File: src/rtl/alu_host_pkg.sv
// Shared definitions for the ALU requester-side sequencer.
package alu_host_pkg;

    localparam logic [1:0] OP_ADD = 2'b00;
    localparam logic [1:0] OP_SUB = 2'b01;
    localparam logic [1:0] OP_MUL = 2'b10;
    localparam logic [1:0] OP_DIV = 2'b11;

    typedef enum logic [5:0] {
        ST_IDLE     = 6'b000001,
        ST_LOAD_A   = 6'b000010,
        ST_LOAD_B   = 6'b000100,
        ST_WAIT_END = 6'b001000,
        ST_BEAT2    = 6'b010000,
        ST_RESP     = 6'b100000
    } state_e;

    // MUL and DIV return a second result byte on the cycle after END.
    function automatic logic two_beat(input logic [1:0] op);
        return (op == OP_MUL) || (op == OP_DIV);
    endfunction

endpackage

File: src/rtl/alu_host_timer.sv
// WAIT_END watchdog: free-running counter with clear/enable and a terminal-count flag.
module alu_host_timer
    import alu_host_pkg::*;
#(
    parameter int unsigned TIMEOUT_CYCLES = 64
) (
    input  logic clk,
    input  logic rst_ni,
    input  logic clr_i,
    input  logic en_i,
    output logic tc_o
);

    localparam int unsigned CW = (TIMEOUT_CYCLES > 1) ? $clog2(TIMEOUT_CYCLES) : 1;

    logic [CW-1:0] count_q;
    logic [CW-1:0] count_d;

    always_comb begin
        count_d = count_q;
        if (clr_i) begin
            count_d = '0;
        end else if (en_i) begin
            count_d = count_q + CW'(1);
        end
    end

    always_ff @(posedge clk or negedge rst_ni) begin
        if (!rst_ni) begin
            count_q <= '0;
        end else begin
            count_q <= count_d;
        end
    end

    assign tc_o = (count_q == CW'(TIMEOUT_CYCLES - 1));

endmodule

File: src/rtl/alu_host_seq.sv
// Drives the ALU BEGIN/op_code/inbus pins for one request, collects the
// 1- or 2-byte result after END and returns it over a valid/ready port.
module alu_host_seq
    import alu_host_pkg::*;
#(
    parameter int unsigned TIMEOUT_CYCLES = 64,
    parameter int unsigned DW             = 8
) (
    input  logic          clk,
    input  logic          reset,
    input  logic          req_valid,
    output logic          req_ready,
    input  logic [1:0]    req_op,
    input  logic [DW-1:0] req_a,
    input  logic [DW-1:0] req_b,
    output logic          alu_begin,
    output logic [1:0]    alu_op_code,
    output logic [DW-1:0] alu_inbus,
    input  logic [DW-1:0] alu_outbus,
    input  logic          alu_end,
    output logic          rsp_valid,
    input  logic          rsp_ready,
    output logic [DW-1:0] rsp_lo,
    output logic [DW-1:0] rsp_hi,
    output logic          rsp_err,
    output logic          busy
);

    state_e        state_q;
    logic [1:0]    op_q;
    logic [DW-1:0] b_q;
    logic          req_ready_q;
    logic          busy_q;
    logic          alu_begin_q;
    logic [1:0]    alu_op_code_q;
    logic [DW-1:0] alu_inbus_q;
    logic          rsp_valid_q;
    logic [DW-1:0] rsp_lo_q;
    logic [DW-1:0] rsp_hi_q;
    logic          rsp_err_q;
    logic          tc;

    alu_host_timer #(
        .TIMEOUT_CYCLES(TIMEOUT_CYCLES)
    ) u_timer (
        .clk   (clk),
        .rst_ni(reset),
        .clr_i (state_q == ST_LOAD_B),
        .en_i  (state_q == ST_WAIT_END),
        .tc_o  (tc)
    );

    // Outputs are registered: each state's pin values are loaded on the edge that enters it.
    always_ff @(posedge clk or negedge reset) begin
        if (!reset) begin
            state_q       <= ST_IDLE;
            op_q          <= '0;
            b_q           <= '0;
            req_ready_q   <= 1'b1;
            busy_q        <= 1'b0;
            alu_begin_q   <= 1'b0;
            alu_op_code_q <= '0;
            alu_inbus_q   <= '0;
            rsp_valid_q   <= 1'b0;
            rsp_lo_q      <= '0;
            rsp_hi_q      <= '0;
            rsp_err_q     <= 1'b0;
        end else begin
            case (state_q)
                ST_IDLE: begin
                    if (req_valid) begin
                        op_q          <= req_op;
                        b_q           <= req_b;
                        req_ready_q   <= 1'b0;
                        busy_q        <= 1'b1;
                        alu_begin_q   <= 1'b1;
                        alu_op_code_q <= req_op;
                        alu_inbus_q   <= req_a;
                        state_q       <= ST_LOAD_A;
                    end
                end
                ST_LOAD_A: begin
                    alu_begin_q <= 1'b0;
                    alu_inbus_q <= b_q;
                    state_q     <= ST_LOAD_B;
                end
                ST_LOAD_B: begin
                    alu_inbus_q <= '0;
                    state_q     <= ST_WAIT_END;
                end
                ST_WAIT_END: begin
                    // END takes priority over a timeout on the same edge.
                    if (alu_end) begin
                        rsp_lo_q  <= alu_outbus;
                        rsp_err_q <= 1'b0;
                        if (two_beat(op_q)) begin
                            state_q <= ST_BEAT2;
                        end else begin
                            rsp_hi_q      <= '0;
                            rsp_valid_q   <= 1'b1;
                            alu_op_code_q <= '0;
                            state_q       <= ST_RESP;
                        end
                    end else if (tc) begin
                        rsp_lo_q      <= '0;
                        rsp_hi_q      <= '0;
                        rsp_err_q     <= 1'b1;
                        rsp_valid_q   <= 1'b1;
                        alu_op_code_q <= '0;
                        state_q       <= ST_RESP;
                    end
                end
                ST_BEAT2: begin
                    rsp_hi_q      <= alu_outbus;
                    rsp_valid_q   <= 1'b1;
                    alu_op_code_q <= '0;
                    state_q       <= ST_RESP;
                end
                ST_RESP: begin
                    if (rsp_ready) begin
                        rsp_valid_q <= 1'b0;
                        rsp_err_q   <= 1'b0;
                        req_ready_q <= 1'b1;
                        busy_q      <= 1'b0;
                        state_q     <= ST_IDLE;
                    end
                end
                default: begin
                    state_q       <= ST_IDLE;
                    req_ready_q   <= 1'b1;
                    busy_q        <= 1'b0;
                    alu_begin_q   <= 1'b0;
                    alu_op_code_q <= '0;
                    alu_inbus_q   <= '0;
                    rsp_valid_q   <= 1'b0;
                    rsp_err_q     <= 1'b0;
                end
            endcase
        end
    end

    assign req_ready   = req_ready_q;
    assign busy        = busy_q;
    assign alu_begin   = alu_begin_q;
    assign alu_op_code = alu_op_code_q;
    assign alu_inbus   = alu_inbus_q;
    assign rsp_valid   = rsp_valid_q;
    assign rsp_lo      = rsp_lo_q;
    assign rsp_hi      = rsp_hi_q;
    assign rsp_err     = rsp_err_q;

endmodule

File: config.mk
export PLATFORM = sky130hd
export DESIGN_NAME = alu_host_seq
export DESIGN_NICKNAME = d
export VERILOG_FILES = /design/src/rtl/alu_host_pkg.sv /design/src/rtl/alu_host_timer.sv /design/src/rtl/alu_host_seq.sv
export SDC_FILE = /design/constraint.sdc
export NUM_CORES = 1
export LEC_CHECK = 0
export ABC_AREA = 0
export CAP_MARGIN = 30
export CORE_MARGIN = 10
export CORE_UTILIZATION = 48
export DETAILED_ROUTE_END_ITERATION = 12
export PLACE_DENSITY = 0.76
export REMOVE_ABC_BUFFERS = 1
export SYNTH_ARGS = -nofsm -noshare
export SYNTH_HDL_FRONTEND = slang
export SYNTH_SLANG_ARGS = --single-unit
File: constraint.sdc
create_clock -name clk -period 2.8 [get_ports clk]
set_input_delay 0.28 -clock clk [delete_from_list [all_inputs] [get_ports clk]]
set_output_delay 0.28 -clock clk [all_outputs]
set_load 0.01 [all_outputs]
==> results of run 1 <==
## sequential cells by signal, indices dropped and copies added, names as in the netlist
signal           cells
b_q                  8
alu_begin            1
alu_op_code          2
busy                 1
rsp_hi               8
rsp_valid            1
req_ready            1
rsp_lo               8
op_q                 1
state_q              6
u_timer.count_q      6
rsp_err              1
alu_inbus            8
## cells in the final DEF, fill, tap and decap left out, types with 2 or more instances in the layout
cell,count
dfrtp_1,50
nor4b_1,2
nand3_1,3
nor3b_2,3
xnor2_1,3
mux2_2,9
nor2_1,15
and2_1,2
buf_4,4
a22o_1,18
clkbuf_8,5
a21oi_1,2
nand3b_1,2
a22oi_1,8
xor2_1,4
o31ai_1,2
dfstp_2,2
and3_1,2
nand2_1,13
o21ai_1,3
nor3_1,4
o21ai_0,11
nand2b_1,2
clkdlybuf4s50_1,60
bufinv_16,3
inv_1,3
## report_power, final
group	leakage, nW	switching (W)	internal (W)
registers	0.680	0.000156	0.000983
clock network	0.0784	0.000242	0.000446
logic	0.576	0.000436	0.000557
total	1.33	0.000834	0.00199
## cell type report
| class | count | area, um^2 |
|---|---|---|
| sequential | 52 | 1304 |
| tap | 52 | 65.06 |
| inverter | 3 | 11.26 |
| multi-input combinational | 126 | 895.9 |
| fill | 345 | 1394 |
| clock buffer | 5 | 68.82 |
| clock inverter | 3 | 90.09 |
| timing repair buffer | 66 | 645.6 |
## metrics by stage
| step | instances | util [%] | hold WS, ns | setup WS (ns) |
|---|---|---|---|---|
| after floorplan | 181 | - | -0.01559 | 0.4779 |
| after global placement | 298 | 65.07 | 0.2857 | 0.6386 |
| after detailed placement | 298 | 65.07 | 0.2865 | 0.6019 |
| after CTS | 307 | 68.85 | 0.4873 | 0.5639 |
| after global routing | 307 | 68.85 | 0.5076 | 0.3769 |
| final | 307 | 68.85 | 0.4806 | 0.5783 |
## kinds of logic after synthesis
logic type / after synthesis / share of synthesized area, %
AND/OR/NAND/NOR: 58 / 14.59
flip-flops: 52 / 57.35
AO/OA/AOI/OAI: 50 / 16.68
buffers and inverters: 14 / 3.247
multiplexers: 10 / 4.898
XOR/XNOR: 7 / 2.697
adder cells (fa/ha/maj): 1 / 0.5503
## repair_timing
item                       4_1_cts  5_1_grt
hold buffers                     1        0
setup endpoints to repair        0        0
hold endpoints to repair        22        0
## worst max-delay path: stages, from the launching register on
cell and delay [ns]:
dfrtp_1 0.46, or4_4 0.58, nor3b_2 0.20, nand2_1 0.09, inv_1 0.37, mux2_2 0.40
## how the worst max path moves through the flow
stage	to	slack, ns	cells past startpoint
final	b_q[6]	0.58	5
after global placement	b_q[3]	0.64	5
after global routing	b_q[6]	0.38	5
after CTS	b_q[6]	0.56	5
after detailed placement	b_q[2]	0.60	5
after floorplan	b_q[0]	0.48	5
## layer usage
metal,wire length [um],track usage [%]
met5,0,0
met4,56,4.552
met3,212,3.125
met2,2737,24.20
met1,2336,18.12
==> impl_results.rst, run 1 <==
.. list-table::
   :header-rows: 1

   * - Metric
     - Value
   * - Result of the run
     - complete, no violations
   * - Most instantiated cells after synthesis
     - 50 x dfrtp_1, 18 x a22o_1, 15 x nor2_1
   * - Cts bufs inserted
     - 5
   * - Data arrival time of the critical path
     - 2.41 ns
   * - Overall Power
     - 0.002821 W
   * - Synthesis-stage register bit count
     - 52
   * - Placeable core region
     - 4474 um^2
   * - Detailed Route Iter0 Violations
     - 98
   * - Worst endpoint required time
     - 2.99 ns
   * - Unrepaired setup endpoints after global routing
     - no
   * - Routed via count
     - 1,691
   * - Most used DFF post-synth
     - dfrtp_1
   * - Proportion of layout cells with a drive suffix above 1
     - 12.94%
   * - Leakage dissipation
     - 1.335 nW
   * - Final wirelength
     - 5.342 mm
   * - Layout Nets
     - 286
   * - Initial antenna violation count
     - 0
   * - Total Negative Setup Slacks
     - 0 ns
   * - CTS-repair resized insts
     - 0
   * - Setup violations, final
     - 0
   * - Number of different library cells in the post-synthesis netlist
     - 44
   * - Top cell type by total area after synthesis
     - dfrtp_1
   * - Syn Area/Cell
     - 11.84 um^2
   * - Worst Setup Start Kind
     - register
   * - TritonCTS clock tree
     - done
   * - Worst reg2reg startpoint
     - state_q[5]
   * - Number of enable flip-flop cells after synthesis
     - 0
   * - Average wire per standard cell
     - 17.40 um
   * - Clock-pin slew on the worst setup and hold paths
     - 0.09 ns
   * - Post CTS Setup Buffer Count
     - 0
   * - Horizontal die dimension
     - 88.82 um
   * - Ratio of total power to cell area
     - 915.7 nW/um^2
   * - Flop-to-flop setup slack
     - 0.58 ns
   * - Top cells by area in the synthesized netlist
     - dfrtp_1 55%, a22o_1 6.9%, mux2_2 4.5%
   * - Yosys warning count
     - 0
   * - Worst clock skew
     - 0.005592 ns
   * - Initial Utilization
     - 50.81%
   * - Worst min-delay path class
     - input pin to async pin
   * - Global-route wire length before repair
     - 8.976 mm
   * - Post-synth top area share
     - 55.04%
   * - Worst Tran Pin Value
     - 0.7493 ns
   * - Number of primary I/O pins
     - 62
   * - Vertical die dimension
     - 88.82 um
   * - Number of standard-cell rows in the floorplan
     - 24
   * - Start-to-end type of the worst setup path
     - register to register
   * - Insertion delay to the later sink of the worst-skew pair
     - 0.30 ns
   * - Cell area reported after detailed placement
     - 2912 um^2
   * - R2R depth
     - 5
   * - Area overhead of the layout relative to synthesis
     - 35.50%
   * - Largest net degree at the start of global routing
     - 30
   * - Post-detail-place hpwl
     - 3.987 mm
   * - DRC errors left
     - 0
   * - Maximum level of the CTS H-tree
     - 2
   * - Antenna Diode Count
     - 0
   * - Bufs on Longest Clock Path
     - 2
   * - Slew Viols, Final
     - 0
   * - Post-route ant nets
     - 0
   * - Number of maximum-capacitance constraint violations
     - 0
   * - TritonCTS Sinks
     - 52
   * - Number of port buffers
     - 61
   * - Cell count after synthesis
     - 192
   * - Dominant cell by count in the synthesized netlist
     - dfrtp_1
   * - Part of the Yosys area used for sequential elements
     - 57.35%
   * - Grt ovf
     - 0
   * - Final design area excluding fillers
     - 3080 um^2
   * - Per-cell via count in the routed design
     - 5.508
   * - Worst reg2reg endpoint
     - b_q[6]
   * - Die Area
     - 7889 um^2
   * - Final critical path time including I/O delays and setup
     - 2.222 ns
   * - Maximum fanout along the worst path
     - 13
   * - Routability congestion estimate from global placement
     - 0.7740
   * - Nature of the critical path endpoint
     - register
   * - Max Fclk
     - 450.1 MHz
   * - Post-synthesis instance area
     - 2273 um^2
   * - Vias in the first global route
     - 1,786
   * - Clock tree root driver cell
     - clkbuf_8
   * - IR drop worst, VDD
     - 528.3 uV
   * - Headroom to the max-slew limit
     - 50.04%
   * - Share of the clock period used by the worst path
     - 79.35%
   * - Share of synthesized registers carrying an async set or reset
     - 100.0%
   * - Critical path origin
     - state_q[5]
   * - Final hold vios
     - 0
   * - GRT Resource Usage Total
     - 14.45%
   * - Total iterations of the first detailed-routing run
     - 4
No activity file was read; power rests on OpenSTA's default activity.
==> inputs of run 2 (changes only) <==
==> constraint.sdc (replaced) <==
create_clock -name clk -period 2.3 [get_ports clk]
set_input_delay 0.23 -clock clk [delete_from_list [all_inputs] [get_ports clk]]
set_output_delay 0.23 -clock clk [all_outputs]
set_load 0.01 [all_outputs]
==> impl_results.rst, run 2 (synthesis results as in run 1) <==
.. list-table::
   :header-rows: 1

   * - Metric
     - Value
   * - Routed via count
     - 1,691
   * - Slew Viols, Final
     - 0
   * - Average wire per standard cell
     - 17.27 um
   * - Ratio of total power to cell area
     - 1051 nW/um^2
   * - Number of maximum-capacitance constraint violations
     - 0
   * - Layout Nets
     - 292
   * - Detailed Route Iter0 Violations
     - 150
   * - Headroom to the max-slew limit
     - 52.37%
   * - R2R depth
     - 5
   * - Final hold slack
     - 0.02852 ns
   * - Start-to-end type of the worst setup path
     - register to register
   * - Critical path origin
     - state_q[4]
   * - Number of primary I/O pins
     - 62
   * - Most common library cell in the layout ignoring fill and taps
     - clkdlybuf4s50_1
   * - Hold-fix buffers, CTS
     - 0
   * - Initial Utilization
     - 50.81%
   * - Proportion of layout cells with a drive suffix above 1
     - 14.94%
   * - Clock-pin slew on the worst setup and hold paths
     - 0.09 ns
   * - Clock tree root driver cell
     - clkbuf_8
   * - Cts bufs inserted
     - 5
   * - Final hold vios
     - 0
   * - Worst setup endpoint
     - alu_op_code[0]
   * - Worst endpoint required time
     - 2.52 ns
   * - Flop-to-flop setup slack
     - 0.09 ns
   * - Leakage dissipation
     - 1.344 nW
   * - Antenna Diode Count
     - 0
   * - TritonCTS clock tree
     - done
   * - Cell area reported after detailed placement
     - 2957 um^2
   * - Data arrival time of the critical path
     - 2.43 ns
   * - Final core occ
     - 68.76%
   * - Max Fclk
     - 453.0 MHz
   * - Global-route wire length before repair
     - 8.845 mm
   * - Insertion delay to the later sink of the worst-skew pair
     - 0.30 ns
   * - Final wirelength
     - 5.406 mm
   * - Worst Tran Pin Value
     - 0.7145 ns
   * - Grt ovf
     - 0
   * - Placeable core region
     - 4474 um^2
   * - GRT Resource Usage Total
     - 14.29%
   * - Area overhead of the layout relative to synthesis
     - 35.33%
   * - Setup violations, final
     - 0
   * - Die Area
     - 7889 um^2
   * - Result of the run
     - complete, no violations
   * - Nature of the critical path endpoint
     - register
   * - IR drop worst, VDD
     - 594.7 uV
   * - Share of the clock period used by the worst path
     - 95.98%
   * - Horizontal die dimension
     - 88.82 um
   * - Vias in the first global route
     - 1,755
   * - Vertical die dimension
     - 88.82 um
   * - Number of port buffers
     - 61
   * - Routability congestion estimate from global placement
     - 0.8046
   * - Commonest cells after routing, fill and taps aside
     - 60 x clkdlybuf4s50_1, 50 x dfrtp_1, 18 x a22o_1
   * - Worst reg2reg startpoint
     - state_q[4]
   * - Total Negative Setup Slacks
     - 0 ns
   * - Worst clock skew
     - 0.004800 ns
   * - Total iterations of the first detailed-routing run
     - 4
   * - DRC errors left
     - 0
   * - Worst min-delay path class
     - input pin to async pin
   * - Largest net degree at the start of global routing
     - 53
   * - TritonCTS Sinks
     - 52
   * - Post-detail-place hpwl
     - 4.084 mm
   * - Crit path largest cell delay
     - 0.67 ns
   * - Ordered list of cells on the worst path
     - or4_1, or2_4, or2_1, o2111ai_1, mux2i_1
   * - Maximum level of the CTS H-tree
     - 2
   * - Initial antenna violation count
     - 0
   * - Bufs on Longest Clock Path
     - 2
   * - Final critical path time including I/O delays and setup
     - 2.208 ns
   * - Maximum fanout along the worst path
     - 10
   * - Post-route ant nets
     - 0
   * - Worst Setup Start Kind
     - register
   * - Number of standard-cell rows in the floorplan
     - 24
   * - Critical-path top delay cell
     - or4_1
   * - Final design area excluding fillers
     - 3077 um^2
   * - Unrepaired setup endpoints after global routing
     - no
   * - Worst reg2reg endpoint
     - alu_op_code[0]
   * - Per-cell via count in the routed design
     - 5.403
run 2: critical path: cells and delay by family, from the launching register on:
kind / cells / cell delay [ns]
AND/OR/NAND/NOR: 3 / 1.25
AO/OA/AOI/OAI: 1 / 0.16
multiplexers: 1 / 0.23
flip-flops: 1 / 0.49
run 2: how the worst min path moves through the flow:
stage	startpoint	to	depth (start not counted)
6_report	reset	rsp_hi[4]	2
5_1_grt	reset	state_q[5]	2
4_1_cts	reset	state_q[5]	2
3_5_place_dp	reset	rsp_hi[4]	2
3_3_place_gp	reset	rsp_hi[2]	2
2_1_floorplan	reset	alu_begin	0
run 2: timing repair:
item                       in CTS  in global routing
setup buffers                   0                  1
setup endpoints to repair       0                  1
hold endpoints to repair        0                  0
gates resized for setup         0                  0
run 2: routing by layer:
layer  GRT usage, %  vias to the layer above  wire length (um)
met5              0                        -                 0
met4          3.965                        0                57
met3          3.585                        4               228
met2          23.94                       30              2735
met1          17.84                      829              2384
li1               -                      828                 -
run 2: layout make-up:
class,instances,area [um^2]
Fill cell,352,1398
Sequential cell,52,1304
Multi-Input combinational cell,126,895.9
Timing Repair Buffer,72,700.7
Clock buffer,8,100.1
Tap cell,52,65.06
Inverter,3,11.26
run 2: metrics by stage:
stage	total power [W]	std cells	worst slack, ns
6_report	0.003232	313	0.09238
5_1_grt	0.003453	313	0.009393
4_1_cts	0.003229	312	0.1061
3_5_place_dp	0.002670	304	0.1390
3_3_place_gp	0.002634	304	0.2076
2_1_floorplan	0.002040	181	-0.02214
run 2: power breakdown:
part	switching, W	internal [W]	total [W]	leakage (nW)
combinational	0.000565	0.000736	0.00130	0.612
sequential	0.000169	0.00120	0.00137	0.680
clock	0.000290	0.000275	0.000565	0.0515
